===== config.mk =====
export PLATFORM = sky130hd
export DESIGN_NAME = input_debouncer
export DESIGN_NICKNAME = d
export VERILOG_FILES = /design/src/rtl/input_debouncer.sv
export SDC_FILE = /design/constraint.sdc
export NUM_CORES = 1
export LEC_CHECK = 0
export CAP_MARGIN = 20
export CORE_AREA = 2 2 39 41
export CTS_BUF_LIST = sky130_fd_sc_hd__clkbuf_8 sky130_fd_sc_hd__clkbuf_16
export CTS_CLUSTER_DIAMETER = 50
export DETAILED_ROUTE_END_ITERATION = 8
export DIE_AREA = 0 0 41 43
export HOLD_SLACK_MARGIN = 0.03
export PLACE_DENSITY = 0.49
export SLEW_MARGIN = 20
export SYNTH_ARGS = -nofsm -noshare
export SYNTH_HDL_FRONTEND = slang
export SYNTH_SLANG_ARGS = --single-unit

===== constraint.sdc =====
create_clock -name clk -period 2.1 [get_ports clk]
set_clock_uncertainty 0.2 [all_clocks]
set_input_delay 0.21 -clock clk [delete_from_list [all_inputs] [get_ports clk]]
set_output_delay 0.21 -clock clk [all_outputs]
set_load 0.01 [all_outputs]

===== src/rtl/input_debouncer.sv =====
// input_debouncer: synchronises a raw button/switch input, debounces it with a
// saturating stability counter and a 4-state FSM, and emits registered
// one-cycle rise/fall strobes alongside the clean level.
//
// Optional build macro: DEBOUNCE_COUNT_EN adds an 8-bit wrapping press counter
// (press_count) that advances on the edge after each rise_pulse.
//
// state     | meaning
// ----------+-----------------------------------------------------------
// IDLE_LOW  | level_out = 0, input agrees, counter held at 0
// WAIT_HIGH | level_out = 0, input seen high, counting stable samples
// IDLE_HIGH | level_out = 1, input agrees, counter held at 0
// WAIT_LOW  | level_out = 1, input seen low, counting stable samples
module input_debouncer #(
    parameter int SYNC_STAGES     = 2,
    parameter int DEBOUNCE_CYCLES = 16
) (
    input  logic       clk,
    input  logic       Reset_n,
    input  logic       btn_in,
    output logic       level_out,
    output logic       rise_pulse,
    output logic       fall_pulse,
    output logic       busy
`ifdef DEBOUNCE_COUNT_EN
    ,
    output logic [7:0] press_count
`endif
);

    localparam int CNT_W = $clog2(DEBOUNCE_CYCLES);
    localparam logic [CNT_W-1:0] CNT_LAST = CNT_W'(DEBOUNCE_CYCLES - 1);
    localparam logic [CNT_W-1:0] CNT_ONE  = CNT_W'(1);

    localparam logic [1:0] IDLE_LOW  = 2'd0;
    localparam logic [1:0] WAIT_HIGH = 2'd1;
    localparam logic [1:0] IDLE_HIGH = 2'd2;
    localparam logic [1:0] WAIT_LOW  = 2'd3;

    logic [SYNC_STAGES-1:0] sync_q;
    logic                   s;
    logic [1:0]             state_q;
    logic [1:0]             state_nxt;
    logic [CNT_W-1:0]       cnt_q;
    logic [CNT_W-1:0]       cnt_nxt;
    logic                   rise_nxt;
    logic                   fall_nxt;

    assign s = sync_q[SYNC_STAGES-1];

    // Metastability chain: btn_in enters at bit 0, s is the oldest stage.
    always_ff @(posedge clk or negedge Reset_n) begin
        if (!Reset_n) begin
            sync_q <= '0;
        end else begin
            sync_q <= {sync_q[SYNC_STAGES-2:0], btn_in};
        end
    end

    // Next state and counter; a change is accepted on the stable sample that
    // finds the counter already at its last value, so it never wraps.
    always_comb begin
        state_nxt = state_q;
        cnt_nxt   = cnt_q;
        rise_nxt  = 1'b0;
        fall_nxt  = 1'b0;
        case (state_q)
            IDLE_LOW: begin
                cnt_nxt = '0;
                if (s) begin
                    state_nxt = WAIT_HIGH;
                    cnt_nxt   = CNT_ONE;
                end
            end
            WAIT_HIGH: begin
                if (!s) begin
                    state_nxt = IDLE_LOW;
                    cnt_nxt   = '0;
                end else if (cnt_q == CNT_LAST) begin
                    state_nxt = IDLE_HIGH;
                    cnt_nxt   = '0;
                    rise_nxt  = 1'b1;
                end else begin
                    cnt_nxt = cnt_q + CNT_ONE;
                end
            end
            IDLE_HIGH: begin
                cnt_nxt = '0;
                if (!s) begin
                    state_nxt = WAIT_LOW;
                    cnt_nxt   = CNT_ONE;
                end
            end
            WAIT_LOW: begin
                if (s) begin
                    state_nxt = IDLE_HIGH;
                    cnt_nxt   = '0;
                end else if (cnt_q == CNT_LAST) begin
                    state_nxt = IDLE_LOW;
                    cnt_nxt   = '0;
                    fall_nxt  = 1'b1;
                end else begin
                    cnt_nxt = cnt_q + CNT_ONE;
                end
            end
            default: begin
                state_nxt = IDLE_LOW;
                cnt_nxt   = '0;
            end
        endcase
    end

    // State, counter and all outputs registered together so level and strobes
    // change on the same edge as the state.
    always_ff @(posedge clk or negedge Reset_n) begin
        if (!Reset_n) begin
            state_q    <= IDLE_LOW;
            cnt_q      <= '0;
            level_out  <= 1'b0;
            rise_pulse <= 1'b0;
            fall_pulse <= 1'b0;
            busy       <= 1'b0;
        end else begin
            state_q    <= state_nxt;
            cnt_q      <= cnt_nxt;
            level_out  <= (state_nxt == IDLE_HIGH) || (state_nxt == WAIT_LOW);
            rise_pulse <= rise_nxt;
            fall_pulse <= fall_nxt;
            busy       <= (state_nxt == WAIT_HIGH) || (state_nxt == WAIT_LOW);
        end
    end

`ifdef DEBOUNCE_COUNT_EN
    // Press counter trails rise_pulse by one edge and wraps naturally at 8 bits.
    always_ff @(posedge clk or negedge Reset_n) begin
        if (!Reset_n) begin
            press_count <= 8'd0;
        end else if (rise_pulse) begin
            press_count <= press_count + 8'd1;
        end
    end
`endif

endmodule


Yosys cells after proc, flatten, opt, wreduce, memory -nomap -nowiden
Cells that the tools add are included.
{ "op_classes": {"add_sub_neg": 1, "eq_ne": 7, "mux": 18, "reduce_logical": 3} }
{ "op_table": {"columns": ["op", "n"], "rows": [
  ["$pmux W4 S4", 1],
  ["$mux W2", 6],
  ["$mux W4", 3],
  ["$eq A2 B2 Y1 const B", 4],
  ["$pmux W2 S4", 1],
  ["$mux W1", 7],
  ["$add A4 B1 Y4 const B", 1],
  ["$eq A2 B1 Y1 const B", 2],
  ["$eq A4 B4 Y1 const B", 1],
  ["$logic_not A2 Y1", 1],
  ["$logic_or A1 B1 Y1", 2]
]} }
{ "word_totals": {"ff_bits": 12, "input_bits": 3, "output_inout_bits": 4, "word_cells": 36} }

Longest topological paths before layout
{ "logic_depth": {"word_depth": 6, "mapped_depth": 4, "ltp_nobuf": 4} }

Worst setup path after synthesis
OpenSTA, ideal clock, no wires.
{ "synth_timing": {"kind": "register to register", "start": "register cnt_q[0]", "end": "register state_q[1]", "setup_time_ns": 0.125, "t_arrival_ns": 1.150, "required_ns": 1.775, "slack_ns": 0.625, "stages_incl_launch_ff": 4, "path_buffers": 0, "period_less_slack_ns": 1.475, "cell_sequence": "dfrtp_1 > ha_1 > nand4_1 > mux2_2"} }
{ "synth_via": {"elab_chain_len": 4, "word_cells_on_any_way": 6, "cone_classes": "eq/ne (1); mux (5)"} }
{ "synth_lines": {"columns": ["item", "line_no", "text"], "rows": [
  ["start, declared", "44", "logic [CNT_W-1:0] cnt_q;"],
  ["start signal, assigned", "125", "cnt_q <= cnt_nxt;"],
  ["$eq A4 B4 Y1 *", "79, 98", null],
  ["$mux W2, on equally long branches", "98, 79", null],
  ["$mux W2, on equally long branches", "95, 76", null],
  ["$pmux W2 S4 *", "67", "case (state_q)"],
  ["net state_nxt[1]", "43", "logic [1:0] state_nxt;"],
  ["end signal, assigned", "124", "state_q <= state_nxt;"],
  ["end, declared", "42", "logic [1:0] state_q;"]
]} }
Mark *: on every way through the listed nets, which the timed path passes. The rest lies on a longest branch.

==> results.json <==
{
  "ios": 7,
  "synth_compound_area_share_pct": 8.157,
  "syn-num-nets": 33,
  "crit_required_ps": 1690,
  "synthSimpleGateAreaFrac_pct": 14.50,
  "n_fill_cell": 127,
  "timing.final.crit_period_ps": 1600,
  "synth_cell_types": 16,
  "layout.cells.non_filler": 55,
  "insertedDiodeCount": 0,
  "cts_hold_buf": 0,
  "fin_tns_setup_ps": 0,
  "clk_transition_reported_paths_ps": 50,
  "syn_inst": 29,
  "slew_violations": 0,
  "grt_pass1_wl_mm": 1.000,
  "start_util_pct": 29.93,
  "die_area_mm2": 0.001763,
  "rrSetupSlack_ps": 530,
  "drc": 0,
  "cts_max_path_buffers": 2,
  "leakagePower_nw": 0.2409,
  "grt_max_degree": 12,
  "synth-xor-area-share_pct": 4.230,
  "critPathLaunch": "state_q[1]",
  "wire_per_inst_um": 10.53,
  "post_route_cells_drive_above_1_share_pct": 20.51,
  "mostFrequentLayoutCell": "dfrtp_1",
  "tightest_slew_ps": 467.8,
  "core_mm2": 0.001384,
  "wirelength_um": 579,
  "grt_setup_unrepaired": "no",
  "critPathLaunchType": "flip-flop",
  "r2r_end": "cnt_q[0]",
  "maxSlewHeadroom_pct": 68.71,
  "numClockSinks": 11,
  "synthAdderAreaFrac_pct": 3.021,
  "vias": 238,
  "end_kind": "primary output",
  "pwr_density_cell_mw_per_mm2": 820.2,
  "fin_nets": 44,
  "ys_warn_count": 0,
  "cts.repair.resized": 0,
  "synthMuxAreaShare_pct": 2.719,
  "drt-pass1-iter-count": 1,
  "ys_seq_elements": 11,
  "synthToLayoutAreaGrowth_pct": 30.21,
  "routabilityCongestion": 0.6421,
  "antenna_found_initial": 0,
  "final_antenna_net_count": 0,
  "finalHoldViolCount": 0,
  "slowest_delay_ps": 560,
  "synth_top_family_by_area": "simple AND/OR/NAND/NOR gates",
  "finalSetupViolations": 0,
  "cts_tree": "built",
  "placement_rows": 14,
  "layout_common_cells": "dfrtp_1, clkdlybuf4s50_1, clkbuf_8",
  "port_buffers": 6,
  "grt_pass1_vias": 253,
  "fp.dieW_um": 41,
  "viasPerCell": 4.327,
  "syn_area_um2": 414.1,
  "overflow": 0,
  "cts-buffers-inserted": 3,
  "postCtsSetupBuffers": 0,
  "maxCapViolCount": 0,
  "ir_worst_vdd_mv": 0.3218,
  "slowest_stage": "clkdlybuf4s50_1",
  "timing.rr.start": "cnt_q[0]",
  "fmax_mhz": 625.1,
  "path_class": "reg2out",
  "syn_area_per_cell_um2": 14.28,
  "cts_root_buf": "clkbuf_8",
  "crit_family": "buffers and inverters",
  "cts_max_level": 1,
  "dpl.hpwl_um": 440.7,
  "die_y_um": 43,
  "crit_arrival_ps": 1190,
  "cp_cell_sequence": "clkdlybuf4s50_1",
  "track_usage_pct": 8.869,
  "hp-class": "in2async",
  "r2r_cells": 4,
  "finalCritPeriodShare_pct": 76.18,
  "path_buf_inv": 1,
  "clk_latency_ps": 230,
  "status": "complete, no violations",
  "worstPathMaxFanout": 5,
  "path_depth": 1,
  "drt_iter0_drc": 0,
  "ys_seq_area_share_pct": 66.47,
  "crit_end": "level_out",
  "place_inst": 51
}
[power breakdown]
group	switching [mW]	internal, mW
logic	0.00843	0.0114
registers	0.00608	0.219
clock network	0.0699	0.127
[logic make-up (layout without fill, tap and decap cells)]
kind of cell / count (synthesis) / in the layout
AO/OA/AOI/OAI: 4 / 4
XOR/XNOR: 2 / 2
adder cells (fa/ha/maj): 1 / 1
buffers and inverters: 1 / 11
flip-flops: 11 / 11
multiplexers: 1 / 1
AND/OR/NAND/NOR: 9 / 9
[flip-flops by register name, summed over array words and instances, names as in the netlist]
register and flops:
cnt_q 4, rise_pulse 1, state_q 2, busy 1
fall_pulse 1, sync_q 2
[worst min-delay path by stage]
stage	startpoint	to	slack, ps	cells past startpoint
finish	Reset_n	rise_pulse	100	1
floorplan	Reset_n	busy	-290	0
global route	Reset_n	cnt_q[0]	150	1
CTS	Reset_n	rise_pulse	120	1
global placement	sync_q[0]	sync_q[1]	140	0
detailed placement	sync_q[0]	sync_q[1]	140	0
[through the flow]
step	setup WS (ps)	hold slack (ps)	total power, mW	utilization (%)	area, um2
6_report	500.1	103.1	0.4423	38.97	539.3
5_1_grt	411.4	147.7	0.4697	38.97	539.3
4_1_cts	484.8	119.9	0.4534	38.97	539.3
3_5_place_dp	509.4	142.6	0.2489	35.71	494.2
3_3_place_gp	551.1	143.0	0.2485	35.71	494.2
2_1_floorplan	625.3	-285.6	0.2372	-	414.1
[synthesized netlist by cell type (all sizes together)]
| master | instances | share of area [%] |
|---|---|---|
| dfrtp | 11 | 66 |
| a21oi | 2 | 2.4 |
| and2 | 2 | 3.6 |
| nor3b | 2 | 3.6 |
| a21boi | 1 | 4.5 |
| and3 | 1 | 1.8 |
| ha | 1 | 3.0 |
| inv | 1 | 0.91 |
| mux2 | 1 | 2.7 |
| nand2 | 1 | 0.91 |
| nand4 | 1 | 1.5 |
| nand4b | 1 | 2.1 |
| nor2 | 1 | 0.91 |
| o21ai | 1 | 1.2 |
| xnor2 | 1 | 2.1 |
| xor2 | 1 | 2.1 |
[layout make-up]
type                       instances  area [um2]  area share (%)
inverter                           1       3.754          0.6961
clock inverter                     1       3.754          0.6961
sequential                        11       275.3           51.04
tap                               16       20.02           3.712
timing repair buffer               6       60.06           11.14
multi-input combinational         17       135.1           25.06
clock buffer                       3       41.29           7.657
[metal layers]
metal	up-vias	track usage, %	wire length [um]
met3	0	1.571	22
met2	3	13.44	333
met4	0	8.000	0
li1	120	-	-
met5	-	0	0
met1	115	9.797	223
(Power assumes the default switching activity.)
